==> config.mk <==
export PLATFORM = sky130hd
export DESIGN_NAME = axi_default_slave_flat
export DESIGN_NICKNAME = d
export VERILOG_FILES = /design/src/rtl/axi_default_slave_if.sv /design/src/rtl/axi_default_slave.sv /design/src/flat_wrapper.sv
export SDC_FILE = /design/constraint.sdc
export NUM_CORES = 1
export LEC_CHECK = 0
export ABC_AREA = 1
export BUFFER_PORTS_ARGS = -buffer_cell sky130_fd_sc_hd__buf_2
export CAP_MARGIN = 20
export CELL_PAD_IN_SITES_DETAIL_PLACEMENT = 1
export CELL_PAD_IN_SITES_GLOBAL_PLACEMENT = 2
export CORE_MARGIN = 4
export CORE_UTILIZATION = 19
export DETAILED_ROUTE_END_ITERATION = 8
export PLACE_DENSITY_LB_ADDON = 0.1
export SYNTH_ARGS = -nofsm -noshare
export SYNTH_HDL_FRONTEND = slang
export SYNTH_SLANG_ARGS = --single-unit
==> constraint.sdc <==
create_clock -name clk -period 3.4 [get_ports clk]
set_input_delay 0.34 -clock clk [delete_from_list [all_inputs] [get_ports clk]]
set_output_delay 0.34 -clock clk [all_outputs]
set_load 0.05 [all_outputs]
==> src/rtl/axi_default_slave_if.sv <==
// AXI4 bus bundle (AW/W/B/AR/R) between an interconnect port and the default slave.
interface axi_default_slave_if #(
   parameter int unsigned ID_WIDTH   = 4,
   parameter int unsigned DATA_WIDTH = 32,
   parameter int unsigned ADDR_WIDTH = 32
) ();
   logic                  awvalid;
   logic                  awready;
   logic [ID_WIDTH-1:0]   awid;
   logic [ADDR_WIDTH-1:0] awaddr;
   logic                  wvalid;
   logic                  wready;
   logic [DATA_WIDTH-1:0] wdata;
   logic                  wlast;
   logic                  bvalid;
   logic                  bready;
   logic [ID_WIDTH-1:0]   bid;
   logic [1:0]            bresp;
   logic                  arvalid;
   logic                  arready;
   logic [ID_WIDTH-1:0]   arid;
   logic [ADDR_WIDTH-1:0] araddr;
   logic [7:0]            arlen;
   logic                  rvalid;
   logic                  rready;
   logic [ID_WIDTH-1:0]   rid;
   logic [DATA_WIDTH-1:0] rdata;
   logic [1:0]            rresp;
   logic                  rlast;

   modport slave (
      input  awvalid, awid, awaddr, wvalid, wdata, wlast, bready,
             arvalid, arid, araddr, arlen, rready,
      output awready, wready, bvalid, bid, bresp,
             arready, rvalid, rid, rdata, rresp, rlast
   );

   modport master (
      output awvalid, awid, awaddr, wvalid, wdata, wlast, bready,
             arvalid, arid, araddr, arlen, rready,
      input  awready, wready, bvalid, bid, bresp,
             arready, rvalid, rid, rdata, rresp, rlast
   );
endinterface

==> src/rtl/axi_default_slave.sv <==
// AXI4 default slave: completes every write and read burst with DECERR, read data all zeros.
// Optional error log (err_cnt/err_addr) enabled by defining AXI_DEFSLV_ERRLOG_EN.
module axi_default_slave #(
   parameter int unsigned ID_WIDTH   = 4,
   parameter int unsigned DATA_WIDTH = 32,
   parameter int unsigned ADDR_WIDTH = 32
) (
   input  logic                  clk,
   input  logic                  rst,
   axi_default_slave_if.slave    s,
   output logic [15:0]           err_cnt,
   output logic [ADDR_WIDTH-1:0] err_addr
);
   localparam logic [1:0] RESP_DECERR = 2'b11;

   typedef enum logic [1:0] {W_IDLE, W_DATA, W_RESP} w_state_e;
   typedef enum logic       {R_IDLE, R_DATA}         r_state_e;

   w_state_e              w_state_q, w_state_d;
   logic                  awready_q, awready_d;
   logic                  wready_q,  wready_d;
   logic                  bvalid_q,  bvalid_d;
   logic [ID_WIDTH-1:0]   bid_q,     bid_d;
   logic [1:0]            bresp_q,   bresp_d;

   r_state_e              r_state_q, r_state_d;
   logic                  arready_q, arready_d;
   logic                  rvalid_q,  rvalid_d;
   logic [ID_WIDTH-1:0]   rid_q,     rid_d;
   logic [1:0]            rresp_q,   rresp_d;
   logic                  rlast_q,   rlast_d;
   logic [7:0]            arlen_q,   arlen_d;
   logic [7:0]            beat_q,    beat_d;

   logic aw_hs, w_hs, b_hs, ar_hs, r_hs;

   assign aw_hs = s.awvalid && awready_q;
   assign w_hs  = s.wvalid  && wready_q;
   assign b_hs  = s.bready  && bvalid_q;
   assign ar_hs = s.arvalid && arready_q;
   assign r_hs  = s.rready  && rvalid_q;

   // Write path: accept AW, sink beats up to WLAST, hold DECERR response until BREADY.
   always_comb begin
      w_state_d = w_state_q;
      awready_d = awready_q;
      wready_d  = wready_q;
      bvalid_d  = bvalid_q;
      bid_d     = bid_q;
      bresp_d   = bresp_q;
      unique case (w_state_q)
         W_IDLE: begin
            awready_d = 1'b1;
            if (aw_hs) begin
               bid_d     = s.awid;
               awready_d = 1'b0;
               wready_d  = 1'b1;
               w_state_d = W_DATA;
            end
         end
         W_DATA: begin
            if (w_hs && s.wlast) begin
               wready_d  = 1'b0;
               bvalid_d  = 1'b1;
               bresp_d   = RESP_DECERR;
               w_state_d = W_RESP;
            end
         end
         W_RESP: begin
            if (b_hs) begin
               bvalid_d  = 1'b0;
               bresp_d   = 2'b00;
               awready_d = 1'b1;
               w_state_d = W_IDLE;
            end
         end
         default: w_state_d = W_IDLE;
      endcase
   end

   // Read path: accept AR, return ARLEN+1 zero beats with DECERR; beat counter stops at ARLEN.
   always_comb begin
      r_state_d = r_state_q;
      arready_d = arready_q;
      rvalid_d  = rvalid_q;
      rid_d     = rid_q;
      rresp_d   = rresp_q;
      rlast_d   = rlast_q;
      arlen_d   = arlen_q;
      beat_d    = beat_q;
      unique case (r_state_q)
         R_IDLE: begin
            arready_d = 1'b1;
            if (ar_hs) begin
               rid_d     = s.arid;
               arlen_d   = s.arlen;
               beat_d    = 8'd0;
               arready_d = 1'b0;
               rvalid_d  = 1'b1;
               rresp_d   = RESP_DECERR;
               rlast_d   = (s.arlen == 8'd0);
               r_state_d = R_DATA;
            end
         end
         R_DATA: begin
            if (r_hs) begin
               if (rlast_q) begin
                  rvalid_d  = 1'b0;
                  rlast_d   = 1'b0;
                  rresp_d   = 2'b00;
                  arready_d = 1'b1;
                  r_state_d = R_IDLE;
               end else begin
                  beat_d  = beat_q + 8'd1;
                  rlast_d = ((beat_q + 8'd1) == arlen_q);
               end
            end
         end
         default: r_state_d = R_IDLE;
      endcase
   end

   always_ff @(posedge clk or posedge rst) begin
      if (rst) begin
         w_state_q <= W_IDLE;
         awready_q <= 1'b0;
         wready_q  <= 1'b0;
         bvalid_q  <= 1'b0;
         bid_q     <= '0;
         bresp_q   <= 2'b00;
         r_state_q <= R_IDLE;
         arready_q <= 1'b0;
         rvalid_q  <= 1'b0;
         rid_q     <= '0;
         rresp_q   <= 2'b00;
         rlast_q   <= 1'b0;
         arlen_q   <= 8'd0;
         beat_q    <= 8'd0;
      end else begin
         w_state_q <= w_state_d;
         awready_q <= awready_d;
         wready_q  <= wready_d;
         bvalid_q  <= bvalid_d;
         bid_q     <= bid_d;
         bresp_q   <= bresp_d;
         r_state_q <= r_state_d;
         arready_q <= arready_d;
         rvalid_q  <= rvalid_d;
         rid_q     <= rid_d;
         rresp_q   <= rresp_d;
         rlast_q   <= rlast_d;
         arlen_q   <= arlen_d;
         beat_q    <= beat_d;
      end
   end

   assign s.awready = awready_q;
   assign s.wready  = wready_q;
   assign s.bvalid  = bvalid_q;
   assign s.bid     = bid_q;
   assign s.bresp   = bresp_q;
   assign s.arready = arready_q;
   assign s.rvalid  = rvalid_q;
   assign s.rid     = rid_q;
   assign s.rdata   = DATA_WIDTH'(0);
   assign s.rresp   = rresp_q;
   assign s.rlast   = rlast_q;

`ifdef AXI_DEFSLV_ERRLOG_EN
   logic [15:0]           err_cnt_q,  err_cnt_d;
   logic [ADDR_WIDTH-1:0] err_addr_q, err_addr_d;
   logic [16:0]           err_sum;

   // Saturating count of accepted AW/AR; AWADDR takes priority for the captured address.
   always_comb begin
      err_sum    = 17'(err_cnt_q) + 17'(aw_hs) + 17'(ar_hs);
      err_cnt_d  = (err_sum > 17'h0FFFF) ? 16'hFFFF : err_sum[15:0];
      err_addr_d = err_addr_q;
      if (aw_hs) begin
         err_addr_d = s.awaddr;
      end else if (ar_hs) begin
         err_addr_d = s.araddr;
      end
   end

   always_ff @(posedge clk or posedge rst) begin
      if (rst) begin
         err_cnt_q  <= 16'h0000;
         err_addr_q <= '0;
      end else begin
         err_cnt_q  <= err_cnt_d;
         err_addr_q <= err_addr_d;
      end
   end

   assign err_cnt  = err_cnt_q;
   assign err_addr = err_addr_q;

   logic unused_ok;
   assign unused_ok = ^{s.wdata};
`else
   assign err_cnt  = 16'h0000;
   assign err_addr = '0;

   logic unused_ok;
   assign unused_ok = ^{s.wdata, s.awaddr, s.araddr};
`endif
endmodule

==> src/flat_wrapper.sv <==
// flat-port wrapper written by rule: the top's interface ports become plain ports
module axi_default_slave_flat 
#(
   parameter int unsigned ID_WIDTH   = 4,
   parameter int unsigned DATA_WIDTH = 32,
   parameter int unsigned ADDR_WIDTH = 32
)
  (clk, rst, err_cnt, err_addr, s_awvalid, s_awid, s_awaddr, s_wvalid, s_wdata, s_wlast, s_bready, s_arvalid, s_arid, s_araddr, s_arlen, s_rready, s_awready, s_wready, s_bvalid, s_bid, s_bresp, s_arready, s_rvalid, s_rid, s_rdata, s_rresp, s_rlast);
  axi_default_slave_if #(.ID_WIDTH(ID_WIDTH), .DATA_WIDTH(DATA_WIDTH), .ADDR_WIDTH(ADDR_WIDTH)) s_i ();
  input  logic clk;
  input  logic rst;
  output logic [15:0] err_cnt;
  output logic [ADDR_WIDTH-1:0] err_addr;
  input wire logic [$bits(s_i.awvalid)-1:0] s_awvalid;
  input wire logic [$bits(s_i.awid)-1:0] s_awid;
  input wire logic [$bits(s_i.awaddr)-1:0] s_awaddr;
  input wire logic [$bits(s_i.wvalid)-1:0] s_wvalid;
  input wire logic [$bits(s_i.wdata)-1:0] s_wdata;
  input wire logic [$bits(s_i.wlast)-1:0] s_wlast;
  input wire logic [$bits(s_i.bready)-1:0] s_bready;
  input wire logic [$bits(s_i.arvalid)-1:0] s_arvalid;
  input wire logic [$bits(s_i.arid)-1:0] s_arid;
  input wire logic [$bits(s_i.araddr)-1:0] s_araddr;
  input wire logic [$bits(s_i.arlen)-1:0] s_arlen;
  input wire logic [$bits(s_i.rready)-1:0] s_rready;
  output wire logic [$bits(s_i.awready)-1:0] s_awready;
  output wire logic [$bits(s_i.wready)-1:0] s_wready;
  output wire logic [$bits(s_i.bvalid)-1:0] s_bvalid;
  output wire logic [$bits(s_i.bid)-1:0] s_bid;
  output wire logic [$bits(s_i.bresp)-1:0] s_bresp;
  output wire logic [$bits(s_i.arready)-1:0] s_arready;
  output wire logic [$bits(s_i.rvalid)-1:0] s_rvalid;
  output wire logic [$bits(s_i.rid)-1:0] s_rid;
  output wire logic [$bits(s_i.rdata)-1:0] s_rdata;
  output wire logic [$bits(s_i.rresp)-1:0] s_rresp;
  output wire logic [$bits(s_i.rlast)-1:0] s_rlast;
  assign s_i.awvalid = s_awvalid;
  assign s_i.awid = s_awid;
  assign s_i.awaddr = s_awaddr;
  assign s_i.wvalid = s_wvalid;
  assign s_i.wdata = s_wdata;
  assign s_i.wlast = s_wlast;
  assign s_i.bready = s_bready;
  assign s_i.arvalid = s_arvalid;
  assign s_i.arid = s_arid;
  assign s_i.araddr = s_araddr;
  assign s_i.arlen = s_arlen;
  assign s_i.rready = s_rready;
  assign s_awready = s_i.awready;
  assign s_wready = s_i.wready;
  assign s_bvalid = s_i.bvalid;
  assign s_bid = s_i.bid;
  assign s_bresp = s_i.bresp;
  assign s_arready = s_i.arready;
  assign s_rvalid = s_i.rvalid;
  assign s_rid = s_i.rid;
  assign s_rdata = s_i.rdata;
  assign s_rresp = s_i.rresp;
  assign s_rlast = s_i.rlast;
  axi_default_slave #(.ID_WIDTH(ID_WIDTH), .DATA_WIDTH(DATA_WIDTH), .ADDR_WIDTH(ADDR_WIDTH)) u_core (.clk(clk), .rst(rst), .s(s_i), .err_cnt(err_cnt), .err_addr(err_addr));
endmodule
### After elaboration in Yosys (flattened, before gate mapping)

Cells that the tools add are included.

| operators by class | value |
|---|---|
| add/sub/neg operators | 1 |
| equal/unequal tests | 10 |
| multiplexer cells | 39 |
| bitwise gates (word level) | 1 |
| reduce and logical (&&, ||, !) cells | 21 |

Operator list:

| cell | count |
|---|---|
| $mux 8 | 3 |
| $mux 1 | 18 |
| $pmux 8 s2 | 1 |
| $reduce_and 3->1 | 5 |
| $mux 2 | 7 |
| $pmux 1 s2 | 7 |
| $reduce_and 2->1 | 5 |
| $add 8x1->8 const B | 1 |
| $eq 8x8->1 | 1 |
| $logic_not 8->1 | 1 |
| $ne 2x1->1 const B | 4 |
| $pmux 2 s2 | 2 |
| $logic_and 1x1->1 | 6 |
| $ne 2x2->1 const B | 3 |
| $pmux 2 s3 | 1 |
| $reduce_bool 2->1 | 3 |
| $eq 2x1->1 const B | 1 |
| $eq 2x2->1 const B | 1 |
| $logic_not 2->1 | 1 |
| $not 1->1 | 1 |

| storage, ports and cells | value |
|---|---|
| register bits | 37 |
| input bits | 120 |
| output and inout bits | 98 |
| logic and storage cells | 86 |

### Logic depth before layout (Yosys ltp)

| logic depth | value |
|---|---|
| depth in word-level cells | 5 |
| gate-level depth with buffers | 13 |
| mapped depth without buffers | 13 |

### Least setup slack after synthesis

Ideal clock, no wire load.

| path | value |
|---|---|
| path type | register to register |
| start point | reg, netlist name u_core.s.rresp[0] |
| end point | reg u_core.beat_q[0] |
| data arrival time | 1.473 ns |
| setup slack | 1.799 ns |
| cell stages (with the launch flop) | 8 |
| buffers on the path | 0 |
| cell sequence | dfrtp_1 > nand2_1 > nor2_1 > inv_1 > nor2_1 > inv_1 > nand2_1 > o21ai_0 |

RTL lines:

| item | RTL line | text |
|---|---|---|
| end signal: assignment | axi_default_slave.sv:153 | `beat_q <= beat_d;` |
| end: declaration | axi_default_slave.sv:33 | `logic [7:0] beat_q, beat_d;` |

==> results.sh <==
export IMPL_final_util_pct=21.3
export IMPL_core_mm2=0.0120
export IMPL_numCtsBuffers=5
export IMPL_worstPathRequired_ps=3540
export IMPL_crit_path_top_delay_cell="dfrtp_1"
export IMPL_p_leak_nw=1.41
export IMPL_status="complete, no violations"
export IMPL_root_buffer="clkbuf_16"
export IMPL_die_w_um=119
export IMPL_critical_path_max_stage_delay_ps=390
export IMPL_period_share_pct=54.3
export IMPL_dr_first_iter_drc_count=19
export IMPL_mostFrequentLayoutCell="conb_1"
export IMPL_hold_class="input pin to async pin"
export IMPL_period_needed_ps=1850
export IMPL_final_antenna_net_count=0
export IMPL_clk_pin_slew_worst_paths_ps=60
export IMPL_wire_per_inst_um=11.6
export IMPL_syn_inst=292
export IMPL_cp_max_fo=7
export IMPL_grt_usage_pct=7.88
export IMPL_grt_use_met1_pct=9.04
export IMPL_synth_flop_cell="dfrtp_1"
export IMPL_gp_congestion=0.732
export IMPL_vias=1712
export IMPL_ys_types=20
export IMPL_slew_headroom_pct=55.6
export IMPL_skew_ps=3.27
export IMPL_gr_usage_met2_pct=14.6
export IMPL_yosysWarnings=0
export IMPL_synth_edf_count=0
export IMPL_grtUsageMet3_pct=2.04
export IMPL_crit_type="flip-flop to flip-flop"
export IMPL_finalSetupViolations=0
export IMPL_critPathLaunchType="flip-flop"
export IMPL_ctsResizeCount=0
export IMPL_die_area_mm2=0.0141
export IMPL_cp_top_family="simple AND/OR/NAND/NOR gates"
export IMPL_hpwl_mm=4.52
export IMPL_grt_busiest_layer="met2"
export IMPL_drt_first_pass_iters=3
export IMPL_drv_slew=0
export IMPL_start_util_pct=19.5
export IMPL_avgSynthCellArea_um2=8.00
export IMPL_path_buf_inv=2
export IMPL_drc=0
export IMPL_avgViaCountPerCell=3.54
export IMPL_clkLatencyLatePin_ps=270
export IMPL_drive_above_1_share_pct=19.9
export IMPL_grt_first_pass_wirelength_mm=9.07
export IMPL_cts_tree="done"
export IMPL_max_freq_ghz=0.541
export IMPL_io_buffers=41
export IMPL_grt_start_max_net_pins=34
export IMPL_rows=40
export IMPL_final_cell_mix="conb_1, nand2_1, buf_2"
export IMPL_ys_async_sr_fraction_pct=100
export IMPL_cap_violations=0
export IMPL_clockBufferDepth=2
export IMPL_cellPowerDensity_mw_per_mm2=774
export IMPL_hold_viol=0
export IMPL_peakVddDrop_uv=272
export IMPL_routed_wl_mm=5.62
export IMPL_syn_cell_area_mm2=0.00234
export IMPL_setup_tns_final_ps=0
export IMPL_grt_pass1_vias=1797
export IMPL_dieHeight_um=119
export IMPL_antenna_found_initial=0
export IMPL_total_power_w=0.00198
export IMPL_tightest_slew_ps=664
export IMPL_synth_seq_cells=33
export IMPL_area_delta_synth_final_pct=9.48
export IMPL_hold_buffers=0
export IMPL_ios=218
export IMPL_end_kind="flip-flop"
export IMPL_dp_cells=475
export IMPL_postCtsSetupRepairBufs=0
export IMPL_clock_sinks=33
export IMPL_rsz0062_at_grt="no"
export IMPL_fin_cells=484
export IMPL_fin_nets=460
export IMPL_path_cells="nand2_1 > nor2_1 > inv_1 > nor2_1 > inv_1 > nand2_1 > o21ai_0"
export IMPL_yosysSeqAreaShare_pct=35.3
export IMPL_cts_max_level=2
export IMPL_crit_arrival_ps=1980
export IMPL_grt_overflow=0
==> cells in the mapped netlist (2+ instances only) <==
cell type  count  area share, %
o22ai_1        3           0.80
nor2_2         2           0.54
nand4_1        2           0.54
nor2_1        20            3.2
nand3_1       28            6.0
dfrtp_1       33             35
nor4_1         2           0.54
o21ai_0       13            2.8
mux2_2        10            4.8
nand2_2        2           0.54
buf_4         84             27
a21oi_1        9            1.9
nand2_1       43            6.9
inv_1         31            5.0
ha_1           5            2.7
==> flip-flops by register name (all words and copies together) (netlist names) <==
signal / flops
u_core.s.rid: 4
u_core.r_state_q: 1
u_core.s.wready: 1
u_core.w_state_q: 2
u_core.s.bid: 4
u_core.s.rresp: 1
u_core.beat_q: 8
u_core.s.rlast: 1
u_core.s.bresp: 1
u_core.s.awready: 1
u_core.s.arready: 1
u_core.arlen_q: 8
==> cell type report <==
cell class / instances / area [um^2]
Antenna cell: 1 / 2.50
Inverter: 31 / 116
Tap cell: 147 / 184
Clock inverter: 1 / 5.00
Multi-Input combinational cell: 221 / 1050
Sequential cell: 33 / 826
Timing Repair Buffer: 43 / 220
Clock buffer: 7 / 153
Fill cell: 1476 / 9450
==> worst paths after layout <==
kind	start	to	slack (ps)	cells past startpoint
max	u_core.s.rresp[0]$_DFFE_PP0P_	u_core.beat_q[5]$_DFFE_PP0P_	1550	7
min	rst	u_core.s.rid[0]$_DFFE_PP0P_	170	3
max reg2reg	u_core.s.rresp[0]$_DFFE_PP0P_	u_core.beat_q[5]$_DFFE_PP0P_	1550	7
min reg2reg	u_core.s.rid[1]$_DFFE_PP0P_	u_core.s.rid[1]$_DFFE_PP0P_	500	1
max in group asynchronous	rst	u_core.beat_q[5]$_DFFE_PP0P_	2890	3
min in group clk	s_arid[0]	u_core.s.rid[0]$_DFFE_PP0P_	290	2
==> cell families after synthesis <==
logic type | count (synthesis) | synth area share, %
AND/OR/NAND/NOR | 101 | 19.2
adder cells (fa/ha/maj) | 5 | 2.68
AO/OA/AOI/OAI | 25 | 5.51
other | 1 | 0.160
multiplexers | 10 | 4.82
buffers and inverters | 117 | 32.3
flip-flops | 33 | 35.3
==> layer usage <==
layer	share of wire [%]	vias to the layer above
met5	0	-
met4	0.53	0
met3	5.5	2
met2	53	50
met1	41	813
li1	-	847
==> worst min-delay path: stages <==
cell	delay [ps]
buf_2	100
inv_1	40
buf_4	410
==> metrics by stage <==
| step | instance area, um^2 | worst slack (ps) | hold WS [ps] |
|---|---|---|---|
| global placement | 2400 | 1460 | 485 |
| detailed placement | 2400 | 1510 | 493 |
| finish | 2560 | 1550 | 173 |
| floorplan | 2630 | 1800 | 469 |
| CTS | 2560 | 1500 | 203 |
| global route | 2560 | 1260 | 249 |
==> power by group <==
part	leakage, nW	switching, W	internal [W]
Clock	0.0799	0.000172	0.000310
Combinational	0.917	0.000667	0.000202
Sequential	0.410	0.000109	0.000521
Total	1.41	0.000948	0.00103
(Power assumes the default switching activity.)
